[config.mk]
export PLATFORM = sky130hd
export DESIGN_NAME = sd_axi_model_reader
export DESIGN_NICKNAME = d
export VERILOG_FILES = /design/src/rtl/ml_axi_pkg.sv /design/src/rtl/ml_beat_unpacker.sv /design/src/rtl/sd_axi_model_reader.sv
export SDC_FILE = /design/constraint.sdc
export NUM_CORES = 1
export LEC_CHECK = 0
export BUFFER_PORTS_ARGS = -buffer_cell sky130_fd_sc_hd__buf_2
export CORE_AREA = 10 10 218 220
export DETAILED_ROUTE_END_ITERATION = 12
export DIE_AREA = 0 0 228 230
export SLEW_MARGIN = 30
export SYNTH_ARGS = -nofsm -noshare
export SYNTH_HDL_FRONTEND = slang
export SYNTH_SLANG_ARGS = --single-unit
export TNS_END_PERCENT = 10
[constraint.sdc]
create_clock -name clk -period 8.31 [get_ports clk]
set_input_delay 0.4155 -clock clk [delete_from_list [all_inputs] [get_ports clk]]
set_output_delay 0.4155 -clock clk [all_outputs]
set_load 0.05 [all_outputs]
[src/rtl/ml_axi_pkg.sv]
// Shared AXI constants, reader state encoding and the burst-sizing helper
// for the model-reader slice.
package ml_axi_pkg;

    localparam int          WORD_W        = 16;
    localparam int          BEAT_SHIFT    = 5;      // 32-byte beats
    localparam int          BEATS_W       = 20;
    localparam int          WORDS_W       = 24;
    localparam logic [2:0]  AXI_SIZE_32B  = 3'd5;
    localparam logic [1:0]  BURST_INCR    = 2'b01;
    localparam logic [1:0]  RESP_OKAY     = 2'b00;
    localparam logic [3:0]  CACHE_NORMAL  = 4'b0011;

    typedef enum logic [1:0] {
        RD_IDLE  = 2'd0,
        RD_AR    = 2'd1,
        RD_R     = 2'd2,
        RD_DRAIN = 2'd3
    } rd_state_e;

    // Beats in the next burst: bounded by what is left, the burst cap and
    // the distance to the next 4 KB page, which AXI bursts must not cross.
    function automatic logic [8:0] burst_beats(input logic [BEATS_W-1:0] beats_left,
                                               input logic [11:0]        page_off,
                                               input int                 max_len);
        logic [BEATS_W-1:0] n;
        logic [BEATS_W-1:0] to_page;
        to_page = BEATS_W'(128) - BEATS_W'(page_off[11:BEAT_SHIFT]);
        n = beats_left;
        if (n > BEATS_W'(max_len)) n = BEATS_W'(max_len);
        if (n > to_page)           n = to_page;
        return n[8:0];
    endfunction

endpackage

[src/rtl/ml_beat_unpacker.sv]
// Holds one read beat and streams it out as 16-bit words, tracking how many
// words of the whole transfer remain so a partial last beat is cut short.
module ml_beat_unpacker
    import ml_axi_pkg::*;
#(
    parameter int DATA_WIDTH = 256
) (
    input  logic                  clk,
    input  logic                  rst_n,
    input  logic                  init_i,
    input  logic [WORDS_W-1:0]    num_words_i,
    input  logic                  load_i,
    input  logic [DATA_WIDTH-1:0] load_data_i,
    input  logic                  out_ready_i,
    output logic                  can_load_o,
    output logic                  last_hs_o,
    output logic [WORD_W-1:0]     out_data_o,
    output logic                  out_valid_o,
    output logic                  out_last_o
);

    localparam int WPB   = DATA_WIDTH / WORD_W;
    localparam int IDX_W = (WPB > 1) ? $clog2(WPB) : 1;

    logic [DATA_WIDTH-1:0] hold_q, hold_d;
    logic                  hold_valid_q, hold_valid_d;
    logic [IDX_W-1:0]      idx_q, idx_d;
    logic [WORDS_W-1:0]    words_left_q, words_left_d;

    logic out_hs;
    logic final_word;
    logic hold_done;

    assign out_hs     = hold_valid_q & out_ready_i;
    assign final_word = (idx_q == IDX_W'(WPB - 1)) | (words_left_q == WORDS_W'(1));
    assign hold_done  = out_hs & final_word;

    // The FSM may refill in the same cycle the last word of the hold leaves,
    // which is what keeps the stream bubble-free.
    assign can_load_o  = ~hold_valid_q | hold_done;
    assign last_hs_o   = out_hs & (words_left_q == WORDS_W'(1));
    assign out_data_o  = hold_q[WORD_W*idx_q +: WORD_W];
    assign out_valid_o = hold_valid_q;
    assign out_last_o  = hold_valid_q & (words_left_q == WORDS_W'(1));

    always_comb begin
        // NOTE: every variable gets its hold value first, so no path leaves it unassigned (no latch).
        hold_d       = hold_q;
        hold_valid_d = hold_valid_q;
        idx_d        = idx_q;
        words_left_d = words_left_q;
        if (out_hs) begin
            words_left_d = words_left_q - WORDS_W'(1);
            idx_d        = idx_q + IDX_W'(1);
        end
        if (hold_done) begin
            hold_valid_d = 1'b0;
        end
        if (load_i) begin
            hold_d       = load_data_i;
            hold_valid_d = 1'b1;
            idx_d        = '0;
        end
        if (init_i) begin
            words_left_d = num_words_i;
            hold_valid_d = 1'b0;
            idx_d        = '0;
        end
    end

    // NOTE: reset is synchronous (sampled on clk); the hold register is a single
    // flop vector, not a memory, so it is cleared too and out_data reads 0 after reset.
    always_ff @(posedge clk) begin
        if (!rst_n) begin
            hold_q       <= '0;
            hold_valid_q <= 1'b0;
            idx_q        <= '0;
            words_left_q <= '0;
        end else begin
            // NOTE: non-blocking assignments so every flop samples pre-edge values.
            hold_q       <= hold_d;
            hold_valid_q <= hold_valid_d;
            idx_q        <= idx_d;
            words_left_q <= words_left_d;
        end
    end

endmodule

[src/rtl/sd_axi_model_reader.sv]
// AXI4 read master: fetches model data from DDR in INCR bursts split at 4 KB
// pages and streams it out as 16-bit words with a last flag.
module sd_axi_model_reader
    import ml_axi_pkg::*;
#(
    parameter int              DATA_WIDTH = 256,
    parameter int              ADDR_WIDTH = 32,
    parameter int              ID_WIDTH   = 8,
    parameter logic [ID_WIDTH-1:0] AXI_ID = 8'd41,
    parameter int              BURST_LEN  = 16
) (
    input  logic                  clk,
    input  logic                  rst_n,
    input  logic                  start,
    input  logic [ADDR_WIDTH-1:0] base_addr,
    input  logic [WORDS_W-1:0]    num_words,
    output logic                  busy,
    output logic                  done,
    output logic                  err,
    output logic [ID_WIDTH-1:0]   m_arid,
    output logic [ADDR_WIDTH-1:0] m_araddr,
    output logic [7:0]            m_arlen,
    output logic [2:0]            m_arsize,
    output logic [1:0]            m_arburst,
    output logic                  m_arlock,
    output logic [3:0]            m_arcache,
    output logic [2:0]            m_arprot,
    output logic                  m_arvalid,
    input  logic                  m_arready,
    input  logic [ID_WIDTH-1:0]   m_rid,
    input  logic [DATA_WIDTH-1:0] m_rdata,
    input  logic [1:0]            m_rresp,
    input  logic                  m_rlast,
    input  logic                  m_rvalid,
    output logic                  m_rready,
    output logic [WORD_W-1:0]     out_data,
    output logic                  out_valid,
    output logic                  out_last,
    input  logic                  out_ready
);

    localparam int WPB_SHIFT = $clog2(DATA_WIDTH / WORD_W);

    rd_state_e             state_q, state_d;
    logic [ADDR_WIDTH-1:0] addr_q, addr_d;
    logic [BEATS_W-1:0]    beats_left_q, beats_left_d;
    logic                  busy_q, busy_d;
    logic                  done_q, done_d;
    logic                  err_q, err_d;

    logic [8:0]            n_beats;
    logic [WORDS_W:0]      words_round;
    logic                  start_ok;
    logic                  can_load;
    logic                  load;
    logic                  last_hs;
    logic                  unused_bits;

    assign unused_bits = ^{m_rid, base_addr[BEAT_SHIFT-1:0]};

    assign n_beats     = burst_beats(beats_left_q, addr_q[11:0], BURST_LEN);
    assign words_round = {1'b0, num_words} + (WORDS_W + 1)'((DATA_WIDTH / WORD_W) - 1);
    assign start_ok    = (state_q == RD_IDLE) & start;
    assign m_rready    = (state_q == RD_R) & can_load;
    assign load        = m_rvalid & m_rready;

    assign m_arid    = AXI_ID;
    assign m_araddr  = addr_q;
    assign m_arlen   = (state_q == RD_AR) ? 8'(n_beats - 9'd1) : 8'd0;
    assign m_arsize  = AXI_SIZE_32B;
    assign m_arburst = BURST_INCR;
    assign m_arlock  = 1'b0;
    assign m_arcache = CACHE_NORMAL;
    assign m_arprot  = 3'd0;
    assign m_arvalid = (state_q == RD_AR);

    assign busy = busy_q;
    assign done = done_q;
    assign err  = err_q;

    ml_beat_unpacker #(
        .DATA_WIDTH (DATA_WIDTH)
    ) u_unpacker (
        .clk         (clk),
        .rst_n       (rst_n),
        .init_i      (start_ok),
        .num_words_i (num_words),
        .load_i      (load),
        .load_data_i (m_rdata),
        .out_ready_i (out_ready),
        .can_load_o  (can_load),
        .last_hs_o   (last_hs),
        .out_data_o  (out_data),
        .out_valid_o (out_valid),
        .out_last_o  (out_last)
    );

    always_comb begin
        state_d      = state_q;
        addr_d       = addr_q;
        beats_left_d = beats_left_q;
        busy_d       = busy_q;
        done_d       = 1'b0;
        err_d        = err_q;
        unique case (state_q)
            RD_IDLE: begin
                if (start) begin
                    err_d = 1'b0;
                    if (num_words != '0) begin
                        addr_d       = {base_addr[ADDR_WIDTH-1:BEAT_SHIFT], BEAT_SHIFT'(0)};
                        beats_left_d = BEATS_W'(words_round >> WPB_SHIFT);
                        busy_d       = 1'b1;
                        state_d      = RD_AR;
                    end else begin
                        done_d = 1'b1;
                    end
                end
            end
            RD_AR: begin
                if (m_arready) state_d = RD_R;
            end
            RD_R: begin
                // Counters advance once per burst; n_beats is stable until then.
                if (load && m_rlast) begin
                    beats_left_d = beats_left_q - BEATS_W'(n_beats);
                    addr_d       = addr_q + ADDR_WIDTH'({n_beats, BEAT_SHIFT'(0)});
                    state_d      = (beats_left_q == BEATS_W'(n_beats)) ? RD_DRAIN : RD_AR;
                end
            end
            RD_DRAIN: begin
                if (last_hs) begin
                    done_d  = 1'b1;
                    busy_d  = 1'b0;
                    state_d = RD_IDLE;
                end
            end
            default: state_d = RD_IDLE;
        endcase
        if (load && (m_rresp != RESP_OKAY)) err_d = 1'b1;
    end

    always_ff @(posedge clk) begin
        if (!rst_n) begin
            state_q      <= RD_IDLE;
            addr_q       <= '0;
            beats_left_q <= '0;
            busy_q       <= 1'b0;
            done_q       <= 1'b0;
            err_q        <= 1'b0;
        end else begin
            state_q      <= state_d;
            addr_q       <= addr_d;
            beats_left_q <= beats_left_d;
            busy_q       <= busy_d;
            done_q       <= done_d;
            err_q        <= err_d;
        end
    end

endmodule
# After elaboration in Yosys (flattened, before gate mapping)
# Index checks and enable logic that the tools add are counted.
[totals] out_inout_bits=84 regBits=342 inputBits=329 wordCells=92
[op_classes] n_eq_ne=11 addsub=7 bitwise_logic=11 n_mux=33 magnitude_cmp=2 shift=1 reduce_logical=17
[op_table] op="indexed part select 256 x 9 -> 16 bit" n=1
[op_table] op="two-way mux 32 bit" n=3
[op_table] op="two-way mux 20 bit" n=4
[op_table] op="case mux 32 bit (2 select lines)" n=1
[op_table] op="two-way mux 24 bit" n=2
[op_table] op="case mux 20 bit (2 select lines)" n=1
[op_table] op="adder 32 x 14 -> 32 bit" n=1
[op_table] op="adder 24 x 4 -> 24 bit (second input constant)" n=1
[op_table] op="equality test 24 x 1 -> 1 bit (second input constant)" n=1
[op_table] op="nonzero test 24 bit" n=1
[op_table] op="subtractor 24 x 1 -> 24 bit (second input constant)" n=1
[op_table] op="equality test 20 x 9 -> 1 bit" n=1
[op_table] op="greater-than comparator 20 bit" n=1
[op_table] op="greater-than comparator 20 x 5 -> 1 bit (second input constant)" n=1
[op_table] op="subtractor 20 x 9 -> 20 bit" n=1
[op_table] op="nonzero test 2 bit" n=7
[op_table] op="two-way mux 2 bit" n=6
[op_table] op="two-way mux 1 bit" n=11
[op_table] op="two-way mux 9 bit" n=1
[op_table] op="subtractor 8 x 7 -> 9 bit (first input constant)" n=1
[op_table] op="two-way mux 8 bit" n=1
[op_table] op="case mux 2 bit (4 select lines)" n=1
[op_table] op="AND reduction 4 bit" n=2
[op_table] op="subtractor 8 x 1 -> 8 bit (second input constant)" n=1
[op_table] op="other kinds (16)" n=30

# Longest topological paths before layout
[depth] word_depth=9 ltp_mapped=22 mapped_depth_nobuf=22

# Hierarchy
# A second synthesis with hierarchy kept.
[unflattened] cells_unflattened=1876 area_unflattened_um2=18387.6
[by_module_without_submodules] module="ml_beat_unpacker" instances=1 cells_per_inst=1167 seq_area_each_um2=5705.5 area_per_inst_um2=13086.3
[by_module_without_submodules] module="sd_axi_model_reader" instances=1 cells_per_inst=709 seq_area_each_um2=1041.0 area_per_inst_um2=5301.3

# Worst setup path after synthesis
# Ideal clock, no wire load.
[synth_timing] kind="reg2reg" start="reg addr_q[5] (netlist: m_araddr[5])" end="reg beats_left_q[19]" stages_incl_launch_ff=20 required_ps=8190 arrival_ps=4943 setup_slack_ps=3248 setup_time_ps=120 period_less_slack_ps=5062 path_buffers=0 path_cell_list="dfxtp_1 inv_1 ha_1 nor3b_1 xor2_1 ha_1 nand2_1 nor3_1 nor2_1 nor2_1 mux2i_1 inv_1 ha_1 o21a_1 o31a_1 o31ai_1 o21bai_1 or2_2 o311a_1 o31a_1"
[synth_via] elab_chain_cells=6
[synth_lines] element="start, declared" line_no="sd_axi_model_reader.sv:45" rtl="logic [ADDR_WIDTH-1:0] addr_q, addr_d;"
[synth_lines] element="start signal, assigned" line_no="sd_axi_model_reader.sv:152" rtl="addr_q <= addr_d;"
[synth_lines] element="subtractor 8 x 7 -> 9 bit (*)" line_no="ml_axi_pkg.sv:28" rtl="to_page = BEATS_W'(128) - BEATS_W'(page_off[11:BEAT_SHIFT]);"
[synth_lines] element="greater-than comparator 20 bit" line_no="ml_axi_pkg.sv:31" rtl="if (n > to_page) n = to_page;"
[synth_lines] element="two-way mux 9 bit (*)" line_no="ml_axi_pkg.sv:31"
[synth_lines] element="subtractor 20 x 9 -> 20 bit (*)" line_no="sd_axi_model_reader.sv:125" rtl="beats_left_d = beats_left_q - BEATS_W'(n_beats);"
[synth_lines] element="two-way mux 20 bit (*)" line_no="sd_axi_model_reader.sv:124" rtl="if (load && m_rlast) begin"
[synth_lines] element="case mux 20 bit (2 select lines) (*)" line_no="sd_axi_model_reader.sv:105" rtl="unique case (state_q)"
[synth_lines] element="end signal, assigned" line_no="sd_axi_model_reader.sv:153" rtl="beats_left_q <= beats_left_d;"
[synth_lines] element="end, declared" line_no="sd_axi_model_reader.sv:46" rtl="logic [BEATS_W-1:0] beats_left_q, beats_left_d;"
# Every way passes the cells marked *; elsewhere a longest branch is shown, timed or not. The select of a mux whose other input is x is not followed.
# A chain may end at the register's enable or synchronous reset.

# Worst setup path after layout
[layout_timing] start="reg beats_left_q[15]" end="reg addr_q[27] (netlist: m_araddr[27])"
[layout_via] elab_chain_cells=7
[layout_lines] element="greater-than comparator 20 x 5 -> 1 bit" line_no="ml_axi_pkg.sv:30" rtl="if (n > BEATS_W'(max_len)) n = BEATS_W'(max_len);"
[layout_lines] element="two-way mux 20 bit (*)" line_no="ml_axi_pkg.sv:30"
[layout_lines] element="greater-than comparator 20 bit" line_no="ml_axi_pkg.sv:31"
[layout_lines] element="two-way mux 9 bit (*)" line_no="ml_axi_pkg.sv:31"
[layout_lines] element="adder 32 x 14 -> 32 bit (*)" line_no="sd_axi_model_reader.sv:126" rtl="addr_d = addr_q + ADDR_WIDTH'({n_beats, BEAT_SHIFT'(0)});"
[layout_lines] element="two-way mux 32 bit (*)" line_no="sd_axi_model_reader.sv:124"
[layout_lines] element="case mux 32 bit (2 select lines) (*)" line_no="sd_axi_model_reader.sv:105"
# Marks and branches as above.

==> flow_summary.yaml <==
outcome:
  outcome: "finished clean"
synthesis:
  syn_inst: 2066
  yosys-top-cells-area: "dfxtp_1 39%, nand2_1 13%, mux4_2 11%"
  ys.flop_type: "dfxtp_1"
  yosys.cell_count.top_type: "nand2_1"
  syn-cell-area_um2: 17100
  synth_top_family_by_area: "simple AND/OR/NAND/NOR gates"
  synthDistinctLibCells: 74
  synth_compound_area_share_pct: 17.4
  synth_top_cells_by_count: "600 x nand2_1, 337 x dfxtp_1, 315 x a21oi_1, 93 x clkbuf_1, 86 x nor2_1"
  post_synth_fa_ha_maj_area_fraction_pct: 2.79
  synthXorXnorAreaFrac_pct: 2.86
  synth_top_area_cell: "dfxtp_1"
  synth_edf_count: 0
  synth_async_sr_flop_share_pct: 0
  yosysWarnings: 0
  muxShareOfSynthArea_pct: 10.9
  ys_seq_elements: 337
  synth_top_area_share_pct: 39.4
  ys_seq_area_share_pct: 39.4
  syn-mean-instance-area_um2: 8.29
  synthSimpleGateAreaFrac_pct: 20.6
timing:
  drv_slew: 0
  setup_violations: 0
  post-route-min-period_ns: 5.77
  finalCritPeriodShare_pct: 69.4
  timing.fmax_mhz: 173
  tns_ns: 0
  final_hold_viol_count: 0
  slew-limit-headroom_pct: 38.8
  rsz0062_at_grt: "false"
  fin_ws_ns: 2.54
  finClkSkew_ns: 0.0132
  worst_pin_slew_ns: 0.911
  hold_ws_ns: 0.0938
global_route:
  grt_max_degree: 109
  first_global_vias: 15700
  grtUsageTotal_pct: 21.7
  antenna_found_initial: 12
  overflow: 0
  grt_pass1_wl_um: 90700
floorplan:
  std_cell_rows: 76
  dieArea_um2: 52400
  start_util_pct: 39.9
  core_area_um2: 42900
  die-width_um: 228
  pin_count: 413
  fp.dieH_um: 230
clock_network:
  numCtsBuffers: 40
  cts_setup_buffers: 0
  cts_htree_levels: 2
  hold_buffers: 0
  clk_latency_ns: 0.55
  cts.clk_slew.worst_paths_ns: 0.06
  cts_resized: 0
  max-clock-path-buffers: 3
  cts_tree: "done"
  clkSinkCount: 337
  cts-root-buf: "clkbuf_16"
setup_path:
  worstSetupPathType: "register to register"
  end_kind: "register"
  start_kind: "register"
  critPathSlowestCell: "or4b_2"
  cp_slowest_stage_delay_ns: 0.77
  cp.arrival_ns: 6.21
  crit_path_cell_trace: "nor4_1 > and4b_1 > and2_1 > inv_1 > nor2_1 > ha_1 > nor2b_1 > o211a_1 > o21ai_0 > a21oi_1 > nor2_1 > a21oi_1 > inv_1 > ha_1 > fa_1 > a211oi_1 > o21bai_1 > o22ai_1 > or4b_2 > nor2_1 > a21oi_1 > o221a_2"
  required_ns: 8.75
  worstPathMaxFanout: 7
route:
  first_pass_iters: 5
  postRouteAntennaNets: 0
  routed_via_density: 5.40
  drc_errors: 0
  wire_per_inst_um: 20.0
  vias: 16100
  drtIter0Drc: 1301
  wirelength_um: 59600
final_layout:
  final_net_count: 2725
  final_core_util_pct: 47.8
  final_cells: 2974
  area_growth_pct: 19.7
  drive_gt1_share_pct: 23.8
placed_design:
  gp_congestion: 0.895
  dpl.hpwl_um: 43800
  dp.cells: 2902
  place_ws_ns: 2.44
  portBuffers: 373
power_and_ir_drop:
  power_leakage_nw: 7.76
  powerDensity_nw_per_um2: 338
  vdd_ir_drop_max_mv: 0.252
job:
  cap_violations: 0
hold_path:
  hold_class: "primary input to register"
==> layout by cell type (no fill, tap or decap), drive strengths merged, types with 19 or more instances in the layout <==
cell,synthesis,final
dfxtp,337,337
o21ai,40,40
conb,2,31
nand3,21,21
a211oi,34,34
inv,36,38
mux4,80,80
buf,76,391
xnor2,41,41
nor4,19,19
ha,35,35
nor2,87,87
nand2,600,600
a21oi,315,315
nor3,31,31
clkbuf,93,55
==> cells by family (layout without fill, tap and decap cells) <==
group,Yosys count,in the layout
AND/OR/NAND/NOR,838,838
buffers and inverters,206,497
adder cells (fa/ha/maj),37,37
XOR/XNOR,56,56
multiplexers,87,87
flip-flops,337,337
other,2,34
AO/OA/AOI/OAI,503,503
==> critical path: cells and delay by family (launching register included) <==
kind                       cells  cell delay [ns]
DFF                            1             0.35
adders and majority gates      3             0.72
AOI/OAI and AO/OA              9             1.91
buffers and inverters          2             0.26
and+or+nand+nor                8             2.42
==> worst paths after layout <==
path,start,end,cells after the start,slack (ns)
setup / recovery,beats_left_q[15],m_araddr[27],22,2.54
hold / removal,m_rdata[82],u_unpacker.hold_q[82],3,0.09
setup reg to reg,beats_left_q[15],m_araddr[27],22,2.54
hold reg to reg,u_unpacker.hold_q[204],u_unpacker.hold_q[204],2,0.45
==> per-stage QoR <==
step                power [mW]  cell area [um2]
floorplan                 4.40            17200
global placement          5.07            19100
detailed placement        5.13            19100
CTS                       6.95            20500
global route              7.38            20500
finish                    6.92            20500
==> registers in the layout, indices dropped and copies added (netlist names) <==
| signal | flops |
|---|---|
| beats_left_q | 20 |
| u_unpacker.idx_q | 4 |
| done | 1 |
| u_unpacker.out_valid_o | 1 |
| u_unpacker.words_left_q | 24 |
| state_q | 2 |
| m_araddr | 27 |
| err | 1 |
| u_unpacker.hold_q | 256 |
| busy | 1 |
==> layer usage <==
layer	track usage, %	vias up	routed length (um)
li1	-	7755	-
met1	28.2	7646	25900
met2	35.0	572	27700
met3	5.04	86	4310
met4	7.21	4	1660
met5	0	-	27
==> power by group <==
part           total [mW]  internal, mW  switching [mW]
Clock                1.79          1.07           0.713
Combinational        3.05          1.08            1.97
Sequential           2.09          1.86           0.223
Total                6.92          4.02            2.90
==> cell type report <==
class / instances / area [um2]
repair buffers: 391 / 2030
fillers: 4254 / 22400
flip-flops and latches: 337 / 6760
diodes: 3 / 7.51
clock inverters: 14 / 159
multi-input cells: 1552 / 9500
well taps: 585 / 732
clock buffers: 55 / 1170
inverters: 37 / 146
(Power assumes the default switching activity.)
